**src/rtl/instr_fetch_unit_pkg.sv**
```systemverilog
// Shared definitions for the CPU pipeline stages: fetch FSM encodings, instruction
// geometry, the default boot address and the fetch-queue entry layout.
package instr_fetch_unit_pkg;

  localparam int          INSTR_W          = 32;
  localparam int          OPCODE_MSB       = 31;
  localparam int          OPCODE_LSB       = 26;
  localparam logic [31:0] DEFAULT_RESET_PC = 32'h0000_0000;

  typedef enum logic [1:0] {
    S_FETCH = 2'd0,
    S_WAIT  = 2'd1,
    S_DROP  = 2'd2
  } fetch_state_e;

  typedef struct packed {
    logic [31:0]        pc;
    logic [INSTR_W-1:0] instr;
  } fetch_entry_t;

  function automatic logic [OPCODE_MSB-OPCODE_LSB:0] opcode_of(input logic [INSTR_W-1:0] word);
    return word[OPCODE_MSB:OPCODE_LSB];
  endfunction

endpackage

```
**src/rtl/instr_fetch_unit_if.sv**
```systemverilog
// Fetch-stage bundle: instruction-memory port, decoder handshake and branch redirect.
// Signal suffixes give the direction as seen from the fetch unit (master).
interface instr_fetch_unit_if;
  import instr_fetch_unit_pkg::*;

  logic               imem_req_o;
  logic [31:0]        imem_addr_o;
  logic               imem_rvalid_i;
  logic [INSTR_W-1:0] imem_rdata_i;
  logic               instr_valid_o;
  logic               instr_ready_i;
  logic [INSTR_W-1:0] instr_o;
  logic [31:0]        pc_o;
  logic [31:0]        pc_plus4_o;
  logic               redirect_i;
  logic [31:0]        redirect_pc_i;

  modport master (
    output imem_req_o, imem_addr_o, instr_valid_o, instr_o, pc_o, pc_plus4_o,
    input  imem_rvalid_i, imem_rdata_i, instr_ready_i, redirect_i, redirect_pc_i
  );

  modport slave (
    input  imem_req_o, imem_addr_o, instr_valid_o, instr_o, pc_o, pc_plus4_o,
    output imem_rvalid_i, imem_rdata_i, instr_ready_i, redirect_i, redirect_pc_i
  );

endinterface

```
**src/rtl/instr_fetch_unit_fetch_fifo.sv**
```systemverilog
// Shift-style queue of {pc, instr}; entry 0 is always the head, so the head is a
// plain register and keeps its last value once the queue drains.
module fetch_fifo
  import instr_fetch_unit_pkg::*;
#(
  parameter  int DEPTH = 2,
  localparam int CW    = $clog2(DEPTH + 1)
) (
  input  logic         clk_i,
  input  logic         rst_i,
  input  logic         push_i,
  input  logic         pop_i,
  input  logic         flush_i,
  input  fetch_entry_t push_data_i,
  output logic [CW-1:0] count_o,
  output fetch_entry_t head_o,
  output logic [31:0]  head_next_pc_o
);

  fetch_entry_t  ent_q [DEPTH];
  fetch_entry_t  ent_d [DEPTH];
  logic [CW-1:0] count_q, count_d;
  logic [CW-1:0] keep;
  logic          do_pop;

  assign do_pop = pop_i && (count_q != '0);
  assign keep   = count_q - CW'(do_pop);

  // NOTE: every combinational output gets a default first, so no path can infer a latch.
  always_comb begin
    ent_d   = ent_q;
    count_d = count_q;
    if (flush_i) begin
      count_d = '0;
    end else begin
      for (int i = 0; i < DEPTH; i++) begin
        if (do_pop && (CW'(i) < keep)) begin
          ent_d[i] = ent_q[(i + 1) % DEPTH];
        end else if (push_i && (CW'(i) == keep)) begin
          ent_d[i] = push_data_i;
        end
      end
      count_d = keep + CW'(push_i);
    end
  end

  // NOTE: the storage is reset too, because the head feeds outputs that must read 0 out of reset.
  // NOTE: sequential state uses non-blocking assignments only.
  always_ff @(posedge clk_i or negedge rst_i) begin
    if (!rst_i) begin
      count_q <= '0;
      for (int i = 0; i < DEPTH; i++) ent_q[i] <= '0;
    end else begin
      count_q <= count_d;
      ent_q   <= ent_d;
    end
  end

  assign count_o        = count_q;
  assign head_o         = ent_q[0];
  assign head_next_pc_o = ent_d[0].pc;

endmodule

```
**src/rtl/instr_fetch_unit.sv**
```systemverilog
// Fetch stage: owns the PC, keeps at most one instruction-memory read in flight,
// credit-gates issue against the queue and drops wrong-path responses on redirect.
module instr_fetch_unit
  import instr_fetch_unit_pkg::*;
#(
  parameter logic [31:0] RESET_PC = DEFAULT_RESET_PC,
  parameter int          DEPTH    = 2
) (
  input  logic               clk_i,
  input  logic               rst_i,
  instr_fetch_unit_if.master bus
);

  localparam int CW = $clog2(DEPTH + 1);

  fetch_state_e  state_q, state_d;
  logic [31:0]   fetch_pc_q, fetch_pc_d;
  logic [31:0]   req_pc_q, req_pc_d;
  logic [31:0]   pc_plus4_q;
  logic          run_q;

  logic [CW-1:0] count;
  fetch_entry_t  head;
  logic [31:0]   head_next_pc;
  logic [CW:0]   occupancy;
  logic          pop, issue, push, can_issue;

  assign pop = bus.instr_valid_o && bus.instr_ready_i;

  // A word returning this cycle is still counted as outstanding: it lands in the queue.
  assign occupancy = {1'b0, count} + (CW+1)'(state_q != S_FETCH) - (CW+1)'(pop);
  assign can_issue = (state_q == S_FETCH) || ((state_q == S_WAIT) && bus.imem_rvalid_i);
  assign issue     = run_q && can_issue && !bus.redirect_i && (occupancy < (CW+1)'(DEPTH));

  always_comb begin
    state_d    = state_q;
    fetch_pc_d = fetch_pc_q;
    req_pc_d   = req_pc_q;
    push       = 1'b0;

    if (issue) begin
      fetch_pc_d = fetch_pc_q + 32'd4;
      req_pc_d   = fetch_pc_q;
    end

    case (state_q)
      S_FETCH: if (issue) state_d = S_WAIT;
      S_WAIT: begin
        if (bus.redirect_i) begin
          state_d = bus.imem_rvalid_i ? S_FETCH : S_DROP;
        end else if (bus.imem_rvalid_i) begin
          push    = 1'b1;
          state_d = issue ? S_WAIT : S_FETCH;
        end
      end
      S_DROP:  if (bus.imem_rvalid_i) state_d = S_FETCH;
      default: state_d = S_FETCH;
    endcase

    if (bus.redirect_i) fetch_pc_d = bus.redirect_pc_i & 32'hFFFF_FFFC;
  end

  // run_q holds off the first request until one clock after reset releases,
  // so imem_req_o reads 0 throughout reset even though the state is S_FETCH.
  always_ff @(posedge clk_i or negedge rst_i) begin
    if (!rst_i) begin
      state_q    <= S_FETCH;
      fetch_pc_q <= RESET_PC & 32'hFFFF_FFFC;
      req_pc_q   <= '0;
      pc_plus4_q <= 32'd4;
      run_q      <= 1'b0;
    end else begin
      state_q    <= state_d;
      fetch_pc_q <= fetch_pc_d;
      req_pc_q   <= req_pc_d;
      pc_plus4_q <= head_next_pc + 32'd4;
      run_q      <= 1'b1;
    end
  end

  fetch_fifo #(.DEPTH(DEPTH)) u_fifo (
    .clk_i          (clk_i),
    .rst_i          (rst_i),
    .push_i         (push),
    .pop_i          (pop),
    .flush_i        (bus.redirect_i),
    .push_data_i    ('{pc: req_pc_q, instr: bus.imem_rdata_i}),
    .count_o        (count),
    .head_o         (head),
    .head_next_pc_o (head_next_pc)
  );

  assign bus.imem_req_o    = issue;
  assign bus.imem_addr_o   = fetch_pc_q;
  assign bus.instr_valid_o = (count != '0);
  assign bus.instr_o       = head.instr;
  assign bus.pc_o          = head.pc;
  assign bus.pc_plus4_o    = pc_plus4_q;

endmodule

```
**src/flat_wrapper.sv**
```systemverilog
// flat-port wrapper written by rule: the top's interface ports become plain ports
module instr_fetch_unit_flat import instr_fetch_unit_pkg::*;
#(
  parameter logic [31:0] RESET_PC = DEFAULT_RESET_PC,
  parameter int          DEPTH    = 2
)
  (clk_i, rst_i, bus_imem_req_o, bus_imem_addr_o, bus_instr_valid_o, bus_instr_o, bus_pc_o, bus_pc_plus4_o, bus_imem_rvalid_i, bus_imem_rdata_i, bus_instr_ready_i, bus_redirect_i, bus_redirect_pc_i);
  instr_fetch_unit_if bus_i ();
  input  logic clk_i;
  input  logic rst_i;
  output wire logic [$bits(bus_i.imem_req_o)-1:0] bus_imem_req_o;
  output wire logic [$bits(bus_i.imem_addr_o)-1:0] bus_imem_addr_o;
  output wire logic [$bits(bus_i.instr_valid_o)-1:0] bus_instr_valid_o;
  output wire logic [$bits(bus_i.instr_o)-1:0] bus_instr_o;
  output wire logic [$bits(bus_i.pc_o)-1:0] bus_pc_o;
  output wire logic [$bits(bus_i.pc_plus4_o)-1:0] bus_pc_plus4_o;
  input wire logic [$bits(bus_i.imem_rvalid_i)-1:0] bus_imem_rvalid_i;
  input wire logic [$bits(bus_i.imem_rdata_i)-1:0] bus_imem_rdata_i;
  input wire logic [$bits(bus_i.instr_ready_i)-1:0] bus_instr_ready_i;
  input wire logic [$bits(bus_i.redirect_i)-1:0] bus_redirect_i;
  input wire logic [$bits(bus_i.redirect_pc_i)-1:0] bus_redirect_pc_i;
  assign bus_imem_req_o = bus_i.imem_req_o;
  assign bus_imem_addr_o = bus_i.imem_addr_o;
  assign bus_instr_valid_o = bus_i.instr_valid_o;
  assign bus_instr_o = bus_i.instr_o;
  assign bus_pc_o = bus_i.pc_o;
  assign bus_pc_plus4_o = bus_i.pc_plus4_o;
  assign bus_i.imem_rvalid_i = bus_imem_rvalid_i;
  assign bus_i.imem_rdata_i = bus_imem_rdata_i;
  assign bus_i.instr_ready_i = bus_instr_ready_i;
  assign bus_i.redirect_i = bus_redirect_i;
  assign bus_i.redirect_pc_i = bus_redirect_pc_i;
  instr_fetch_unit #(.RESET_PC(RESET_PC), .DEPTH(DEPTH)) u_core (.clk_i(clk_i), .rst_i(rst_i), .bus(bus_i));
endmodule
```
**config.mk**
```make
export PLATFORM = sky130hd
export DESIGN_NAME = instr_fetch_unit_flat
export DESIGN_NICKNAME = d
export VERILOG_FILES = /design/src/rtl/instr_fetch_unit_pkg.sv /design/src/rtl/instr_fetch_unit_if.sv /design/src/rtl/instr_fetch_unit_fetch_fifo.sv /design/src/rtl/instr_fetch_unit.sv /design/src/flat_wrapper.sv
export SDC_FILE = /design/constraint.sdc
export NUM_CORES = 1
export LEC_CHECK = 0
export BUFFER_PORTS_ARGS = -buffer_cell sky130_fd_sc_hd__buf_4
export CORE_MARGIN = 5
export CORE_UTILIZATION = 45
export DETAILED_ROUTE_END_ITERATION = 10
export PLACE_DENSITY = 0.66
export SLEW_MARGIN = 25
export SYNTH_ARGS = -nofsm -noshare
export SYNTH_HDL_FRONTEND = slang
export SYNTH_SLANG_ARGS = --single-unit
```
**constraint.sdc**
```tcl
create_clock -name clk_i -period 6 [get_ports clk_i]
set_input_delay 0.9 -clock clk_i [delete_from_list [all_inputs] [get_ports clk_i]]
set_output_delay 0.9 -clock clk_i [all_outputs]
set_load 0.01 [all_outputs]
```
After elaboration in Yosys (flattened, before gate mapping)
Index checks and enable logic that the tools add are counted.
- register bits: 229
- word-level logic and storage cells: 66
- $add $sub $neg: 6
- order comparisons: 3
- equality and inequality tests: 6
- mux-type cells: 18
- bitwise gates (word level): 1
- reductions and logical operators: 22
- operators with widths (operator ; number):
    $mux W64 ; 4
    $mux W128 ; 1
    $add A32 B3 Y32 const B ; 2
    $mux W32 ; 2
    $mux W2 ; 6
    $logic_and A1 B1 Y1 ; 10
    $reduce_bool A2 Y1 ; 5
    $pmux W2 S3 ; 1
    $logic_not A2 Y1 ; 2
    $lt A1 B2 Y1 const A ; 2
    $mux W1 ; 4
    $reduce_and A2 Y1 ; 2
    $add A2 B1 Y3 ; 1
    $lt A3 B2 Y1 const B ; 1
    $ne A3 B3 Y1 const B ; 1
    $reduce_and A3 Y1 ; 1
    $sub A3 B1 Y3 ; 1
    $add A2 B1 Y2 ; 1
    $eq A1 B2 Y1 const A ; 1
    $eq A2 B1 Y1 const B ; 1
    $eq A2 B2 Y1 const B ; 1
    $ne A2 B1 Y1 const B ; 1
    $ne A2 B2 Y1 const B ; 1
    $sub A2 B1 Y2 ; 1
    other kinds (3) ; 3

Logic depth before layout (Yosys ltp)
Gate-level depths: netlist of the first run.
- depth in word-level cells: 10
- depth in mapped cells: 15
- mapped depth without buffers: 12

Modules after synthesis
From an unflattened synthesis of the first run, not the netlist that was laid out.
- cell total of the unflattened synthesis: 1367
- area total of the unflattened synthesis: 13327.8 sq um
- modules (own cells, without submodules) (module ; times used ; cells an instance ; area an instance (sq um) ; seq. area each (sq um)):
    fetch_fifo ; 1 ; 900 ; 8826.0 ; 3253.1
    instr_fetch_unit ; 1 ; 467 ; 4501.8 ; 2378.5

Worst setup path before layout of the first run
No wires, ideal clock.
- kind: flip-flop to output port
- from: register u_core.u_fifo.count_q[1], in the netlist u_core.u_fifo.count_o[1]
- to: output port bus_imem_req_o
- data arrival time: 3.290 ns
- required time: 5.100 ns
- setup slack: 1.810 ns
- cell stages (with the launch flop): 14
- buffers on the path: 4
- cells stage by stage: dfrtp_1 -> clkbuf_1 -> or2_1 -> and2_1 -> ha_1 -> nand2b_1 -> fa_1 -> xnor2_1 -> nand4b_1 -> or3_1 -> clkbuf_1 -> inv_1 -> clkbuf_1 -> clkbuf_1
- cells in the longest elaborated chain, start to end: 5
- elaborated cells between the ends (all ways): 6
- those cells by class: add/sub (2); order compare (1); reduce/logical (3)
- RTL lines (item ; line ; source):
    from (decl) ; instr_fetch_unit_fetch_fifo.sv:22 ; logic [CW-1:0] count_q, count_d;
    from (signal assigned) ; instr_fetch_unit_fetch_fifo.sv:54 ; count_q <= count_d;
    $reduce_bool A2 Y1 ; instr_fetch_unit.sv:95 ; assign bus.instr_valid_o = (count != '0);
    named net bus_instr_valid_o ; flat_wrapper.sv:13 ; output wire logic [$bits(bus_i.instr_valid_o)-1:0] bus_instr_valid_o;
    $logic_and A1 B1 Y1 ; instr_fetch_unit.sv:28 ; assign pop = bus.instr_valid_o && bus.instr_ready_i;
    $sub A3 B1 Y3 ; instr_fetch_unit.sv:31 ; assign occupancy = {1'b0, count} + (CW+1)'(state_q != S_FETCH) - (CW+1)'(pop);
    $lt A3 B2 Y1 ; instr_fetch_unit.sv:33 ; assign issue = run_q && can_issue && !bus.redirect_i && (occupancy < (CW+1)'(DEPTH));
    $logic_and A1 B1 Y1 ; instr_fetch_unit.sv:33 ;
    to (decl) ; flat_wrapper.sv:11 ; output wire logic [$bits(bus_i.imem_req_o)-1:0] bus_imem_req_o;
The timed path passes the listed nets, and every way through them passes these cells.

Final worst setup path of the first run
- from: register u_core.u_fifo.count_q[0], in the netlist u_core.u_fifo.count_o[0]
- to: output port bus_imem_req_o
- cells in the longest elaborated chain, start to end: 5
- elaborated cells between the ends (all ways): 6
- those cells by class: add/sub (2); order compare (1); reduce/logical (3)
- RTL lines (item ; line):
    branches (longest 2 deep; another with $add A2 B1 Y3) ; n/a
    $sub A3 B1 Y3 * ; instr_fetch_unit.sv:31
    $lt A3 B2 Y1 * ; instr_fetch_unit.sv:33
    $logic_and A1 B1 Y1 * ; instr_fetch_unit.sv:33
Mark *: on every way between the ends.

==> metrics.md, run 1 <==
| Metric | Value |
|---|---|
| Most frequent cell after synthesis | `nand2_1` |
| Slew Limit Headroom | `46.7%` |
| P per Cell Area | `499 mW/mm^2` |
| CTS max path bufs | `3` |
| Seq pwr share | `39.2%` |
| Ys flop type | `dfrtp_1` |
| Via density | `around 5.6` |
| Clock Power Share | `23.2%` |
| Clock Latency Late Sink | `around 0.52 ns` |
| Tcrit/Tclk final | `73.0%` |
| Static leakage | `6.10 nW` |
| Max cap viols | `0` |
| Reg-to-reg startpoint | `u_core.u_fifo.count_o[0]` |
| Switch share | `38.5%` |
| CP Data Required Time | `5.10 ns` |
| P_sw | `2.56 mW` |
| Unrepaired setup endpoints after global routing | `false` |
| Global-route usage over all layers | `20.5%` |
| Worst-case clock skew | `around 0.014 ns` |
| Synth top area share | `approximately 50%` |
| Internal | `4.08 mW` |
| Total grt overflow | `0` |
| Tmin final | `4.38 ns` |
| Fraction of registers with async set/reset | `100%` |
| Synth Register Bits | `223` |
| Area of the core | `0.0245 mm^2` |
| Antenna violations before repair | `0` |
| Worst VDD drop | `0.000213 V` |
| Share of cells above drive strength 1 | `a little under a quarter` |
| Final Wtd Congestion | `0.831` |
| Port Buffers | `194` |
| Ys Warns | `0` |
| Storage element area | `0.00558 mm^2` |
| First-pass GRT wire length | `48,100 um` |
| Avg Cell Area, Syn | `9.92 um^2` |
| Hold WC Path Type | `in2async` |
| Vias | `8,743` |
| # fillers | `2,207` |
| First-pass DRT Iterations | `5` |
| Slew Viols, Final | `0` |
| Num rows | `57` |
| Vias in the first global route | `8,705` |
| Hold_buf cts | `0` |
| Nets | `1,306` |
| CP endpoint kind | `output pin` |
| Cell Area, Synth | `approximately 0.011 mm^2` |
| Setup TNS Final | `0 ns` |
| Slew at the pin closest to its max-slew limit | `roughly 0.79 ns` |
| Drc violations | `0` |
| Dominant cells by area after synthesis | `dfrtp_1, nand2_1, mux2i_1, buf_4, o21ai_0` |
| Worst R2R End | `u_core.bus.imem_addr_o[16]` |
| Footprint of the multi-input gates | `0.00472 mm^2` |
| Die ar. | `0.0282 mm^2` |
| Clk root buf | `clkbuf_16` |
| Post-CTS Resized | `0` |
| Final hold violation count | `0` |
| Clock Pin Slew Worst Setup and Hold Paths | `0.06 ns` |
| Die Y-Extent | `~170 um` |
| Drt total wl | `29,600 um` |
| Largest net degree at the start of global routing | `122` |
| Total CTS buffers | `25` |
| Final setup viols | `0` |
| Clock net sink count | `approximately 220` |
| WL per Instance | `18.8 um` |
| Combinational Power Share | `37.6%` |
| Final Util | `54.4%` |
| Critical Path Start Type | `register` |
| Post-synth top cells | `nand2_1, dfrtp_1, o21ai_0` |
| Iter 0 DRT Violations | `709` |
| Synth cell types | `between 60 and 70` |
| N_diodes | `0` |
| Reg-to-reg setup timing slack | `2.10 ns` |
| Mapped Cells | `1,132` |
| IO Pins | `199` |
| DP HPWL | `19,600 um` |
| Die width | `168 um` |
| Sequential share of the synthesized area | `approximately half` |
| Cell count of the worst reg-to-reg path | `13` |
| H-tree levels | `1` |
| FMAX | `approximately 0.23 GHz` |
| Worst path arrival time | `around 3.5 ns` |
| Worst-path maximum fanout | `9` |
| Status | `complete, no violations` |
| Synth-to-layout area growth | `18.5%` |
| Crit Path Class | `reg2out` |
| Post-CTS Setup Bufs | `0` |
| TritonCTS clock tree | `built` |
| Yosys top cell by area | `dfrtp_1` |
| Post-synth EDFFs | `0` |
| Initial Util | `45.9%` |
| Post-DRT Antenna Nets | `0` |
-- cell usage in the layout, fill, tap and decap left out, types with 3 or more instances in the layout --
| cell | count |
|---|---|
| nand2_1 | 248 |
| dfrtp_1 | 222 |
| buf_4 | 207 |
| o21ai_0 | 91 |
| mux2i_1 | 62 |
| nand3_1 | 46 |
| inv_1 | 39 |
| nor2_1 | 34 |
| a22oi_1 | 34 |
| clkbuf_16 | 25 |
| o211ai_1 | 23 |
| xnor2_1 | 23 |
| a221o_1 | 14 |
| o311ai_4 | 13 |
| nand4_1 | 12 |
| nor4_1 | 9 |
| and3_1 | 9 |
| o311ai_2 | 9 |
| nor2b_1 | 8 |
| xor2_1 | 8 |
| o311ai_0 | 7 |
| nor3_1 | 7 |
| clkinv_2 | 6 |
| a31oi_1 | 5 |
| a222oi_1 | 5 |
| ha_1 | 5 |
| clkbuf_8 | 5 |
| clkinvlp_4 | 5 |
| a21oi_1 | 4 |
| and2_1 | 4 |
| a22o_1 | 4 |
| nor3b_1 | 3 |
| nand2b_1 | 3 |
| o22ai_1 | 3 |
| o22a_1 | 3 |
| conb_1 | 3 |
-- how the worst max path moves through the flow --
stage | startpoint | cells past startpoint | to
2_1_floorplan | u_core.u_fifo.count_o[1] | 13 | bus_imem_req_o
3_3_place_gp | bus_instr_ready_i | 13 | u_core.bus.imem_addr_o[16]
3_5_place_dp | bus_instr_ready_i | 13 | u_core.bus.imem_addr_o[16]
4_1_cts | u_core.u_fifo.count_o[0] | 10 | bus_imem_req_o
5_1_grt | u_core.u_fifo.count_o[0] | 10 | bus_imem_req_o
6_report | u_core.u_fifo.count_o[0] | 10 | bus_imem_req_o
-- power by group through the flow --
stage          clock network, mW  logic (mW)  registers (mW)
6_report                    1.54        2.50            2.60
5_1_grt                     1.63        2.76            2.68
4_1_cts                     1.57        2.52            2.59
3_5_place_dp                   0        2.50            2.62
3_3_place_gp                   0        2.46            2.59
2_1_floorplan                  0        1.71            2.50
-- flip-flops by register name, summed over array words and instances, names as in the netlist --
signal	count
u_core.state_q	2
u_core.u_fifo.head_o	62
u_core.u_fifo.count_o	2
u_core.u_fifo.ent_q	64
u_core.bus.imem_addr_o	30
u_core.bus.pc_plus4_o	32
u_core.run_q	1
u_core.req_pc_q	30
-- kinds of logic (layout without fill, tap and decap cells) --
group | count (synthesis) | count (layout) | share of synthesized area (%)
xor gates and xnor gates | 31 | 31 | 2.42
other | 2 | 3 | 0.0669
muxes | 63 | 63 | 5.63
buffers and inverters | 178 | 295 | 8.51
AOI/OAI and AO/OA | 222 | 222 | 16.2
DFF | 223 | 223 | 49.7
adders and majority gates | 6 | 6 | 0.735
and+or+nand+nor | 407 | 407 | 16.7
-- per-layer routing --
metal  global-route usage, %  up-vias  routed length [um]
met5                       0        -                   0
met4                    5.08        0                 602
met3                    4.06       48                2310
met2                    31.0      332               13200
met1                    30.5     4272               13500
li1                        -     4091                   -
-- cell type report --
class                      count  area share [%]
sequential                   223            42.0
clock buffer                  32            5.28
timing repair buffer         210            12.1
clock inverter                14            1.03
inverter                      39            1.10
multi-input combinational    732            35.5
tap                          324            3.05
-- per-stage QoR --
step	total power, mW	cells	hold slack (ns)	cell area (um^2)	setup WS, ns
3_3_place_gp	5.05	1527	0.461	12400	1.85
2_1_floorplan	4.22	1133	0.450	11200	1.81
4_1_cts	6.68	1573	0.482	13300	1.63
5_1_grt	7.07	1574	0.234	13300	1.51
6_report	6.64	1574	0.229	13300	1.62
3_5_place_dp	5.12	1527	0.471	12400	1.81
-- critical path, cell delays in order (launching register included) --
cell and delay [ns]:
dfrtp_1 0.40, or2_1 0.25, and2_1 0.19, ha_1 0.28
nand2b_1 0.15, fa_1 0.38, xnor2_1 0.15, nand4b_1 0.14
or3_2 0.52, inv_1 0.29, buf_4 0.19
No activity file was read; power rests on OpenSTA's default activity.
==> run 2: changes to the inputs <==
--- a/config.mk
+++ b/config.mk
@@ -9,7 +9,7 @@
 export CORE_MARGIN = 5
 export CORE_UTILIZATION = 45
 export DETAILED_ROUTE_END_ITERATION = 10
-export PLACE_DENSITY = 0.66
+export PLACE_DENSITY = 0.69
 export SLEW_MARGIN = 25
 export SYNTH_ARGS = -nofsm -noshare
 export SYNTH_HDL_FRONTEND = slang
==> constraint.sdc (replaced) <==
create_clock -name clk_i -period 3.8 [get_ports clk_i]
set_input_delay 0.57 -clock clk_i [delete_from_list [all_inputs] [get_ports clk_i]]
set_output_delay 0.57 -clock clk_i [all_outputs]
set_load 0.01 [all_outputs]
==> metrics.md, run 2 (same netlist as run 1, synthesis figures left out) <==
| Metric | Value |
|---|---|
| Status | `complete, no violations` |
| Die width | `168 um` |
| Largest net degree at the start of global routing | `98` |
| CP endpoint kind | `output pin` |
| Tmin final | `3.69 ns` |
| Setup TNS Final | `0 ns` |
| Vias | `8,892` |
| Worst VDD drop | `0.000347 V` |
| Vias in the first global route | `8,681` |
| Critical path cell sequence | `or2_4 -> and2_4 -> ha_1 -> nand2b_4 -> fa_2 -> nand4b_1 -> or3_4 -> inv_4 -> buf_12 -> buf_4` |
| CTS max path bufs | `3` |
| # fillers | `approximately 2,200` |
| FMAX | `0.271 GHz` |
| Area of the core | `about 0.024 mm^2` |
| Final setup viols | `0` |
| Unrepaired setup endpoints after global routing | `false` |
| Critical Path Start Type | `register` |
| Worst-path maximum fanout | `9` |
| Commonest cells after routing, fill and taps aside | `nand2_1, buf_4, dfrtp_1` |
| N_diodes | `0` |
| Final cell count without fillers | `1,605` |
| Die Y-Extent | `168 um` |
| Largest stage delay, worst path | `around 0.5 ns` |
| Post-DRT Antenna Nets | `0` |
| Slew Viols, Final | `0` |
| Synth-to-layout area growth | `21.6%` |
| P per Cell Area | `about 790 mW/mm^2` |
| Num rows | `57` |
| First-pass DRT Iterations | `7` |
| Hold WC Path Type | `in2async` |
| Total CTS buffers | `25` |
| Hold_buf cts | `0` |
| Via density | `5.54` |
| Slew at the pin closest to its max-slew limit | `0.881 ns` |
| Worst path arrival time | `between 3 and 4 ns` |
| Clock Pin Slew Worst Setup and Hold Paths | `around 0.060 ns` |
| Drc violations | `0` |
| Commonest non-fill, non-tap cell in the layout | `nand2_1` |
| Port Buffers | `194` |
| Iter 0 DRT Violations | `760` |
| TritonCTS clock tree | `built` |
| DP HPWL | `20,200 um` |
| Antenna violations before repair | `0` |
| Die ar. | `0.0282 mm^2` |
| First-pass GRT wire length | `roughly 48,000 um` |
| Largest register by flop count | `u_core.u_fifo.ent_q` |
| Max reg flops | `64` |
| Share of cells above drive strength 1 | `25.8%` |
| Final hold violation count | `0` |
| Global-route usage over all layers | `20.3%` |
| Final Wtd Congestion | `0.848` |
| Clock Latency Late Sink | `between 0.5 and 0.6 ns` |
| Drt total wl | `29,500 um` |
| Clock net sink count | `223` |
| Tcrit/Tclk final | `a little over nine tenths` |
| Worst-case clock skew | `about 0.0089 ns` |
| Initial Util | `45.9%` |
| IO Pins | `~200` |
| Slowest CP cell | `fa_2` |
| H-tree levels | `1` |
| Slew Limit Headroom | `40.7%` |
| WL per Instance | `roughly 18 um` |
| Crit Path Class | `reg2out` |
| Final Util | `55.8%` |
| Total grt overflow | `0` |
| Inst Count DP | `1,553` |
| CP Data Required Time | `3.23 ns` |
| Static leakage | `6.32 nW` |
| Max cap viols | `0` |
| Nets | `1,338` |
| Clk root buf | `clkbuf_16` |
[run 2: worst max-delay path: cells and delay by family (launching register included)]
kind | cells | cell delay (ns)
fa+ha+maj | 2 | 0.79
buf+inv | 3 | 0.32
flops | 1 | 0.40
simple gates | 5 | 1.09
[run 2: metal layers]
metal / part of all wire, % / track usage [%] / wire length, um / vias up
met5: 0 / 0 / 0 / -
met4: 2.4 / 5.36 / 706 / 0
met3: 7.7 / 3.40 / 2270 / 46
met2: 44 / 30.9 / 13000 / 359
met1: 46 / 30.3 / 13500 / 4332
li1: - / - / - / 4155
[run 2: metrics by stage]
step                power [mW]  hold slack, ns  area [um^2]  worst slack (ns)
global route              11.5           0.129        13700           0.00101
CTS                       10.8           0.105        13600            0.0105
finish                    10.8          0.0606        13700             0.111
global placement          8.16           0.463        12700             0.332
detailed placement        8.27           0.471        12700             0.257
floorplan                 6.66           0.274        11200            0.0261
[run 2: path summary, 6_finish.rpt]
check                                         start                        end  slack (ns)  cells past startpoint
max                        u_core.u_fifo.count_o[0]             bus_imem_req_o        0.11                     10
min                                           rst_i   u_core.bus.pc_plus4_o[9]        0.06                      1
max reg2reg                u_core.u_fifo.count_o[0]  u_core.bus.pc_plus4_o[20]        0.36                     12
min reg2reg                  u_core.u_fifo.ent_q[1]    u_core.u_fifo.head_o[1]        0.48                      2
max in group asynchronous                     rst_i   u_core.bus.pc_plus4_o[1]        2.87                      2
min in group clk_i                bus_imem_rvalid_i          u_core.state_q[1]        0.22                      2
[run 2: layout make-up]
cell class | instances | area, um^2 | share of cell area [%]
clock buffers | 38 | 764 | 5.60
clock inverters | 7 | 88.8 | 0.651
inverters | 39 | 149 | 1.09
multi-input cells | 732 | 4740 | 34.7
flip-flops and latches | 223 | 5580 | 40.9
well taps | 324 | 405 | 2.97
repair buffers | 242 | 1920 | 14.1
[run 2: timing repair]
| action | 4_1_cts | 5_1_grt |
|---|---|---|
| resized for setup | 2 | 5 |
| setup buffers | 1 | 6 |
| setup endpoints to repair | 1 | 1 |
| pin swaps | 1 | 2 |
[run 2: power by group]
group | leakage, nW | internal [mW] | switching [mW]
clock network | 0.426 | 1.52 | 0.940
registers | 2.87 | 3.29 | 0.825
logic | 3.02 | 1.94 | 2.28
total | 6.32 | 6.75 | 4.04
==> run 3: changes to the inputs <==
--- a/config.mk
+++ b/config.mk
@@ -9,8 +9,9 @@
 export CORE_MARGIN = 5
 export CORE_UTILIZATION = 45
 export DETAILED_ROUTE_END_ITERATION = 10
-export PLACE_DENSITY = 0.69
+export PLACE_DENSITY = 0.68
 export SLEW_MARGIN = 25
 export SYNTH_ARGS = -nofsm -noshare
 export SYNTH_HDL_FRONTEND = slang
+export SYNTH_HIERARCHICAL = 1
 export SYNTH_SLANG_ARGS = --single-unit
==> metrics.md, run 3 <==
| Metric | Value |
|---|---|
| Synth-to-layout area growth | `18.1%` |
| Post-synth top cells | `dfrtp_1, nand2_1, nor2_1` |
| N_diodes | `0` |
| Worst VDD drop | `0.000307 V` |
| Yosys top cell by area | `dfrtp_1` |
| Static leakage | `6.80 nW` |
| Place WS | `0.148 ns` |
| Drt total wl | `39,100 um` |
| Commonest cells after routing, fill and taps aside | `buf_4, dfrtp_1, nand2_1` |
| Main combinational cell family by area after synthesis | `compound AO/OA/AOI/OAI gates` |
| Reg-to-reg startpoint | `u_core/u_fifo/count_o[1]` |
| Drc violations | `0` |
| First-pass DRT Iterations | `6` |
| Synth cell types | `63` |
| Fraction of registers with async set/reset | `100%` |
| Vias | `between 10,000 and 15,000` |
| Clock Latency Late Sink | `0.54 ns` |
| Worst R2R End | `u_core/bus.pc_plus4_o[26]` |
| Slew at the pin closest to its max-slew limit | `1.04 ns` |
| Critical path cell sequence | `or2_2 -> and2_4 -> ha_1 -> nand2b_1 -> fa_1 -> nand4bb_1 -> or3_4 -> clkinv_8 -> buf_4` |
| Iter 0 DRT Violations | `974` |
| Crit Path Class | `reg2out` |
| Vias in the first global route | `approximately 11,000` |
| Nets | `1,538` |
| Most frequent cell after synthesis | `dfrtp_1` |
| Largest net degree at the start of global routing | `110` |
| Clk root buf | `clkbuf_16` |
| Tcrit/Tclk final | `97.2%` |
| Reg-to-reg setup timing slack | `0.16 ns` |
| Die ar. | `0.0332 mm^2` |
| Via density | `6.09` |
| TritonCTS clock tree | `built` |
| Critical Path Start Type | `register` |
| WL per Instance | `between 20 and 25 um` |
| Global-route usage over all layers | `22.6%` |
| Slowest CP cell | `fa_1` |
| Area of the core | `0.0294 mm^2` |
| Final hold violation count | `0` |
| Synth Register Bits | `225` |
| Synth Area in Compound Gates | `22.2%` |
| P per Cell Area | `between 500 and 600 mW/mm^2` |
| Hold slack | `0.00620 ns` |
| H-tree levels | `1` |
| Die Y-Extent | `182 um` |
| Post-synthesis mux area share | `7.31%` |
| Die width | `182 um` |
| CP endpoint kind | `output pin` |
| Share of cells above drive strength 1 | `25.6%` |
| Post-DRT Antenna Nets | `0` |
| Num rows | `between 60 and 70` |
| Worst path arrival time | `roughly 3.1 ns` |
| Port Buffers | `194` |
| Hold WC Path Type | `in2async` |
| Unrepaired setup endpoints after global routing | `true` |
| Slew Limit Headroom | `between 30 and 40%` |
| Setup slack after layout | `0.106 ns` |
| Total CTS buffers | `27` |
| Status | `complete, no violations` |
| Tmin final | `3.69 ns` |
| FMAX | `0.271 GHz` |
| Worst setup path startpoint | `u_core/u_fifo/count_o[1]` |
| DP HPWL | `~24,000 um` |
| First-pass GRT wire length | `approximately 62,000 um` |
| Final setup viols | `0` |
| Avg Cell Area, Syn | `about 9.7 um^2` |
| Slew Viols, Final | `0` |
| XOR/XNOR Fraction of Synth Area | `between 2 and 2.5%` |
| Ys Warns | `6` |
| Ys flop type | `dfrtp_1` |
| Mapped Cells | `1,367` |
| Cell count of the worst reg-to-reg path | `14` |
| Dominant cells by area after synthesis | `dfrtp_1, mux2_4, buf_4, a21boi_0, a211oi_1` |
| Total grt overflow | `0` |
| Worst-path maximum fanout | `6` |
| IO Pins | `199` |
| CTS max path bufs | `3` |
| Initial Util | `45.3%` |
| Largest stage delay, worst path | `0.50 ns` |
| Clock net sink count | `between 200 and 250` |
| Clock Pin Slew Worst Setup and Hold Paths | `0.06 ns` |
| CP Data Required Time | `around 3.2 ns` |
| Sequential share of the synthesized area | `around 42%` |
| Worst-case clock skew | `about 0.021 ns` |
| Synth Area in Simple Gates | `between 10% and 20%` |
| Max cap viols | `0` |
| Synth top area share | `42.1%` |
| Final Wtd Congestion | `0.812` |
| Cell Area, Synth | `0.0133 mm^2` |
| Antenna violations before repair | `1` |
| Commonest non-fill, non-tap cell in the layout | `buf_4` |
| Post-synth EDFFs | `0` |
| Adder-cell share of the synthesized area | `0.620%` |
## run 3: cell count changes after synthesis, moves of 33 or more
cell / before / now
nand2_1: 248 / 126
nand2b_1: 3 / 74
o21ai_0: 91 / 23
a21boi_0: 0 / 66
a211oi_1: 0 / 65
o22ai_1: 3 / 64
nor3_1: 7 / 66
mux2i_1: 62 / 4
mux2_4: 0 / 57
nor2_1: 36 / 85
a32oi_1: 1 / 34
## run 3: critical path: cells and delay by family, from the launching register on
family                   cells  cell delay, ns
AND/OR/NAND/NOR              5            1.20
adder cells (fa/ha/maj)      2            0.78
flip-flops                   1            0.40
buffers and inverters        2            0.19
## run 3: final cells by class
type | instances | area, um^2
clock buffer | 37 | 773
timing repair inverter | 1 | 8.76
clock inverter | 13 | 179
fill | 2607 | 13700
timing repair buffer | 242 | 1920
multi-input combinational | 957 | 6690
inverter | 9 | 46.3
sequential | 225 | 5630
tap | 390 | 488
## run 3: how the worst max path moves through the flow
stage                                      endpoint  slack [ns]  depth (start not counted)
after CTS                            bus_imem_req_o        0.05                          9
final                                bus_imem_req_o        0.11                          9
after global placement    u_core/bus.imem_addr_o[7]        0.17                         11
after floorplan           u_core/bus.pc_plus4_o[19]      0.0005                         20
after global routing      u_core/bus.pc_plus4_o[26]       -0.05                         14
after detailed placement  u_core/bus.pc_plus4_o[31]        0.15                         15
## run 3: what timing repair did
action | CTS | global route
buffers inserted | 0 | 4
gates cloned | 1 | 0
hold buffers | 0 | 0
endpoints found under the setup margin | 1 | 9
resized for setup | 2 | 1
pin swaps | 1 | 1
## run 3: metrics by stage
step                      std cells  setup TNS [ns]  util, %  instance area (um^2)  power, mW
after floorplan                1376               0        -                 13400       5.41
after global placement         1819               0     50.1                 14700       6.42
after detailed placement       1819               0     50.1                 14700       6.48
after CTS                      1870               0     53.4                 15700       9.27
after global routing           1874          -0.131     53.5                 15700       9.67
final                          1874               0     53.5                 15700       9.18
## run 3: logic make-up after synthesis
| kind of cell | after synthesis |
|---|---|
| and+or+nand+nor | 458 |
| AOI/OAI and AO/OA | 383 |
| DFF | 225 |
| buffers and inverters | 194 |
| muxes | 68 |
| xor gates and xnor gates | 31 |
| adders and majority gates | 6 |
| other | 2 |
## run 3: report_power, final
part	switching [mW]	leakage (nW)	internal, mW	total, mW
clock	1.05	0.458	1.69	2.74
combinational	1.28	3.49	1.50	2.78
sequential	0.601	2.86	3.06	3.66
## run 3: per-layer routing
layer	share of wire, %	global-route usage (%)
met5	0.051	0
met4	2.6	6.42
met3	8.1	4.13
met1	43	31.3
met2	46	36.5
